## src/rtl/aha_clock_switch_sequencer.sv

```systemverilog
`default_nettype none
// ============================================================================
//  Module      : aha_clock_switch_sequencer
//  Description : Sequences one clock-divider select change per request for the
//                platform clock controller. Each change force-gates the
//                affected domains, switches the select, waits for the
//                selector output to settle, then ungates.
//  Revision    : 1.0  initial release
// ----------------------------------------------------------------------------
//  Ports
//    CLK                 in   1  control clock, rising edge
//    RESET               in   1  synchronous active-high reset
//    REQ_VALID           in   1  select-change request valid
//    REQ_READY           out  1  high only while idle (state == IDLE)
//    REQ_DOMAIN          in   2  0=SYS 1=TLX_FWD 2=CGRA 3=PERIPH
//    REQ_SELECT          in   3  divider code 0..5 (div 1..32)
//    SYS_CLK_SELECT      out  3  registered select, system clock
//    TLX_FWD_CLK_SELECT  out  3  registered select, TLX FWD clock
//    CGRA_CLK_SELECT     out  3  registered select, CGRA clock
//    PERIPH_CLK_SELECT   out  3  registered select, peripheral clock
//    FORCE_GATE          out  4  per-domain gate [0]SYS [1]TLX [2]CGRA [3]PERIPH
//    BUSY                out  1  high while gating or settling
//    DONE_PULSE          out  1  one-cycle pulse on request completion
//    ERR_PULSE           out  1  one-cycle pulse on request rejection
// ============================================================================
module aha_clock_switch_sequencer #(
    parameter int GATE_WAIT   = 8,
    parameter int SETTLE_WAIT = 32,
    parameter int CNT_W       = 6
) (
    input  wire logic       CLK,
    input  wire logic       RESET,
    input  wire logic       REQ_VALID,
    output logic            REQ_READY,
    input  wire logic [1:0] REQ_DOMAIN,
    input  wire logic [2:0] REQ_SELECT,
    output logic [2:0]      SYS_CLK_SELECT,
    output logic [2:0]      TLX_FWD_CLK_SELECT,
    output logic [2:0]      CGRA_CLK_SELECT,
    output logic [2:0]      PERIPH_CLK_SELECT,
    output logic [3:0]      FORCE_GATE,
    output logic            BUSY,
    output logic            DONE_PULSE,
    output logic            ERR_PULSE
);

    typedef enum logic [1:0] {
        S_IDLE   = 2'd0,
        S_GATE   = 2'd1,
        S_SETTLE = 2'd2
    } state_t;

    localparam logic [CNT_W-1:0] c_gate_load   = CNT_W'(GATE_WAIT - 1);
    localparam logic [CNT_W-1:0] c_settle_load = CNT_W'(SETTLE_WAIT - 1);
    localparam logic [2:0]       c_max_select  = 3'd5;

    state_t           r_state;
    logic [CNT_W-1:0] r_cnt;
    logic [1:0]       r_dom;
    logic [2:0]       r_sel;

    logic [2:0]       w_cur_sel;
    logic [3:0]       w_mask;

    assign REQ_READY = (r_state == S_IDLE);

    // Current select of the requested domain, used for no-op detection.
    always_comb begin
        w_cur_sel = SYS_CLK_SELECT;
        case (REQ_DOMAIN)
            2'd0:    w_cur_sel = SYS_CLK_SELECT;
            2'd1:    w_cur_sel = TLX_FWD_CLK_SELECT;
            2'd2:    w_cur_sel = CGRA_CLK_SELECT;
            default: w_cur_sel = PERIPH_CLK_SELECT;
        endcase
    end

    // The peripheral divider is derived from SYS, so a SYS change must also
    // gate the peripheral domain.
    always_comb begin
        w_mask = 4'b0000;
        case (REQ_DOMAIN)
            2'd0:    w_mask = 4'b1001;
            2'd1:    w_mask = 4'b0010;
            2'd2:    w_mask = 4'b0100;
            default: w_mask = 4'b1000;
        endcase
    end

    always_ff @(posedge CLK) begin
        if (RESET) begin
            r_state            <= S_IDLE;
            r_cnt              <= '0;
            r_dom              <= 2'd0;
            r_sel              <= 3'd0;
            SYS_CLK_SELECT     <= 3'd0;
            TLX_FWD_CLK_SELECT <= 3'd0;
            CGRA_CLK_SELECT    <= 3'd0;
            PERIPH_CLK_SELECT  <= 3'd0;
            FORCE_GATE         <= 4'b0000;
            BUSY               <= 1'b0;
            DONE_PULSE         <= 1'b0;
            ERR_PULSE          <= 1'b0;
        end else begin
            DONE_PULSE <= 1'b0;
            ERR_PULSE  <= 1'b0;
            case (r_state)
                S_IDLE: begin
                    if (REQ_VALID) begin
                        if (REQ_SELECT > c_max_select) begin
                            ERR_PULSE <= 1'b1;
                        end else if (REQ_SELECT == w_cur_sel) begin
                            DONE_PULSE <= 1'b1;
                        end else begin
                            r_dom      <= REQ_DOMAIN;
                            r_sel      <= REQ_SELECT;
                            FORCE_GATE <= w_mask;
                            BUSY       <= 1'b1;
                            r_cnt      <= c_gate_load;
                            r_state    <= S_GATE;
                        end
                    end
                end
                S_GATE: begin
                    if (r_cnt == '0) begin
                        // Domains are gated; switching the select is glitch-safe.
                        case (r_dom)
                            2'd0:    SYS_CLK_SELECT     <= r_sel;
                            2'd1:    TLX_FWD_CLK_SELECT <= r_sel;
                            2'd2:    CGRA_CLK_SELECT    <= r_sel;
                            default: PERIPH_CLK_SELECT  <= r_sel;
                        endcase
                        r_cnt   <= c_settle_load;
                        r_state <= S_SETTLE;
                    end else begin
                        r_cnt <= r_cnt - 1'b1;
                    end
                end
                S_SETTLE: begin
                    if (r_cnt == '0) begin
                        FORCE_GATE <= 4'b0000;
                        BUSY       <= 1'b0;
                        DONE_PULSE <= 1'b1;
                        r_state    <= S_IDLE;
                    end else begin
                        r_cnt <= r_cnt - 1'b1;
                    end
                end
                default: begin
                    r_state <= S_IDLE;
                end
            endcase
        end
    end

endmodule
`default_nettype wire
```

## config.mk

```make
export PLATFORM = sky130hd
export DESIGN_NAME = aha_clock_switch_sequencer
export DESIGN_NICKNAME = d
export VERILOG_FILES = /design/src/rtl/aha_clock_switch_sequencer.sv
export SDC_FILE = /design/constraint.sdc
export NUM_CORES = 1
export LEC_CHECK = 0
export ABC_AREA = 1
export CORE_MARGIN = 2
export CORE_UTILIZATION = 54
export DETAILED_ROUTE_END_ITERATION = 10
export PLACE_DENSITY = 0.8
export SLEW_MARGIN = 10
export SYNTH_ARGS = -nofsm -noshare
export SYNTH_HDL_FRONTEND = slang
export SYNTH_SLANG_ARGS = --single-unit
```

## constraint.sdc

```tcl
create_clock -name CLK -period 3.65 [get_ports CLK]
set_clock_uncertainty 0.2 [all_clocks]
set_input_delay 0.5475 -clock CLK [delete_from_list [all_inputs] [get_ports CLK]]
set_output_delay 0.5475 -clock CLK [all_outputs]
set_load 0.005 [all_outputs]
```

==> impl_metrics.yaml <==
outcome:
  status: "finished, final reports clean"
clocking:
  htree_levels: 2
  cts_tree: "done"
  cts_setup_buffers: 0
  clock_latency_ns: 0.34
  cts_root_buf: "clkbuf_4"
  cts_hold_buf: 0
  clockBufferDepth: 2
  cts_resized: 0
  cts_buffers: 5
  clk_pin_slew_ns: 0.09
  numClockSinks: 32
cells_and_area:
  layout.cells.most_common_list: "nand2_1, a21oi_1, dfxtp_1, inv_1, clkdlybuf4s50_1"
  nFillCells: 288
  area_growth_pct: 20.7
  layout.cells.non_filler: 312
  antenna_cells: 0
  final_nets: 288
  layout-drive-gt1-share_pct: 9.33
  final_common_cell: "nand2_1"
synth:
  avgSynthCellArea_sq_um: 7.39
  synth_cells: 239
  synth_xor_area_share_pct: 1.49
  synth-simple-area-share_pct: 26.8
  syn_area_sq_um: 1770
  muxShareOfSynthArea_pct: 0
  synthesis.nets: 260
  yosysWarnings: 0
  synth-compound-area-share_pct: 17.3
  synth-seq-area-share_pct: 36.3
  yosys_register_bits: 32
  synth_cell_type_count: 28
  yosys.area_share.adder_pct: 9.21
  synth_top_family_by_area: "simple AND/OR/NAND/NOR gates"
worst_setup_path:
  worst_ep_arrival_time_ns: 2.72
  path_class: "in2reg"
  crit_path_start_kind: "input pin"
  cp-end-kind: "flop"
  crit_required_ns: 3.71
  critPathMaxFanout: 11
route:
  drtIter0Drc: 106
  dr.pass1.iters: 4
  num_vias: 1627
  wire_per_inst_microns: 12.6
  drc_errors: 0
  vias_per_cell: 5.21
  wl_microns: 3920
  postRouteAntennaNets: 0
worst_hold_path:
  hold_path_class: "reg2reg"
timing:
  period_share_pct: 73.1
  max_freq_mhz: 375
  slew_headroom_pct: 35.3
  slew_viol_final: 0
  tightest_slew_ns: 0.971
  tns_ns: 0
  worst_hold_slack_ns: 0.268
  hold_viol: 0
  grt_setup_unrepaired: "no"
  setup_violations: 0
  period_needed_ns: 2.67
pwr:
  pwr-share-comb_pct: 38.3
  p_sw_mw: 0.426
  peakVddDrop_uv: 352
  seq_power_share_pct: 38.6
  p_clk_share_pct: 23.1
  p_sw_share_pct: 37.2
  p_leak_nw: 0.928
  power_density_nw_per_um2: 537
  internal_power_mw: 0.718
global_routing:
  grt_usage_pct: 23.7
  antenna_found_initial: 0
  grt_pass1_vias: 1457
  grt_overflow: 0
  grt_max_degree: 24
  grt_pass1_wl_microns: 6500
die:
  pin_count: 28
  dieArea_sq_um: 3740
  rows: 20
  die_h_microns: 61.2
  fp.dieW_microns: 61.2
  start_util_pct: 57.4
  coreArea_sq_um: 3080
place:
  dp.cells: 304
  dp_hpwl_microns: 2980
  place_congestion: 0.899
  port_buffers: 27
run:
  maxCapViolCount: 0
==> registers in the layout (all words and copies together), names as in the netlist <==
register,count
BUSY,1
CGRA_CLK_SELECT,3
DONE_PULSE,1
ERR_PULSE,1
FORCE_GATE,4
PERIPH_CLK_SELECT,3
SYS_CLK_SELECT,3
TLX_FWD_CLK_SELECT,3
r_cnt,6
r_dom,2
r_sel,3
r_state,2
==> cells in the mapped netlist (all sizes together) <==
library cell / n / share of area, %
nand2: 49 / 11
inv: 31 / 6.6
a21oi: 34 / 9.9
nand4: 5 / 2.1
nand3: 18 / 6.5
nor3: 5 / 2.7
nor2: 14 / 3.7
buf: 4 / 1.6
clkbuf: 2 / 0.43
o22ai: 1 / 0.35
clkinv: 1 / 0.28
or2: 3 / 1.1
o21ai: 22 / 6.2
ha: 13 / 9.2
xor2: 3 / 1.5
a211oi: 2 / 0.85
dfxtp: 32 / 36
==> worst max-delay path: stages <==
cell             delay [ns]
clkdlybuf4s50_1        0.57
inv_1                  0.13
ha_1                   0.26
nand2_1                0.08
nand3_1                0.07
nand2_1                0.08
nand2_1                0.05
nand2_1                0.05
nand2_1                0.09
nand3_2                0.10
nand2_1                0.19
nor2_2                 0.27
nand2_1                0.08
a21oi_1                0.14
==> power by group through the flow <==
stage	clock [mW]	sequential (mW)	combinational, mW
6_report	0.264	0.441	0.438
5_1_grt	0.284	0.447	0.504
3_5_place_dp	0	0.449	0.436
3_3_place_gp	0	0.450	0.429
4_1_cts	0.271	0.441	0.439
2_1_floorplan	0	0.443	0.332
==> final timing paths <==
path | cells after the start | endpoint | start | slack (ns)
max reg2reg | 8 | r_cnt[1] | r_cnt[0] | 1.39
min reg2reg | 2 | FORCE_GATE[0] | FORCE_GATE[0] | 0.27
min | 2 | FORCE_GATE[0] | FORCE_GATE[0] | 0.27
max | 14 | FORCE_GATE[2] | REQ_DOMAIN[0] | 0.98
==> layout make-up <==
cell class | instances | area [sq um] | area share (%)
clock inverters | 2 | 35.0 | 1.64
clock buffers | 6 | 41.3 | 1.94
inverters | 32 | 121 | 5.70
flip-flops and latches | 32 | 641 | 30.1
multi-input cells | 169 | 967 | 45.4
repair buffers | 27 | 270 | 12.7
well taps | 44 | 55.1 | 2.58
==> per-layer routing <==
layer  track usage [%]  vias to the layer above  wire (microns)
met5                 0                        -               0
met4              10.9                        0              96
met3              5.88                       10             196
met2              37.5                       39            1870
met1              30.4                      732            1750
li1                  -                      846               -
==> through the flow <==
stage          utilization [%]  cell area, sq um  worst slack (ns)  total power, mW
2_1_floorplan                -              1770              1.60            0.775
3_3_place_gp              66.7              2050             0.756            0.879
3_5_place_dp              66.7              2050             0.697            0.885
4_1_cts                   69.2              2130              1.02             1.15
5_1_grt                   69.2              2130             0.782             1.24
6_report                  69.2              2130             0.983             1.14
==> cell families after synthesis <==
kind of cell / count (synthesis)
buf+inv: 38
xor+xnor: 3
flops: 32
fa+ha+maj: 13
compound gates: 59
simple gates: 94
No activity file was read; power rests on OpenSTA's default activity.
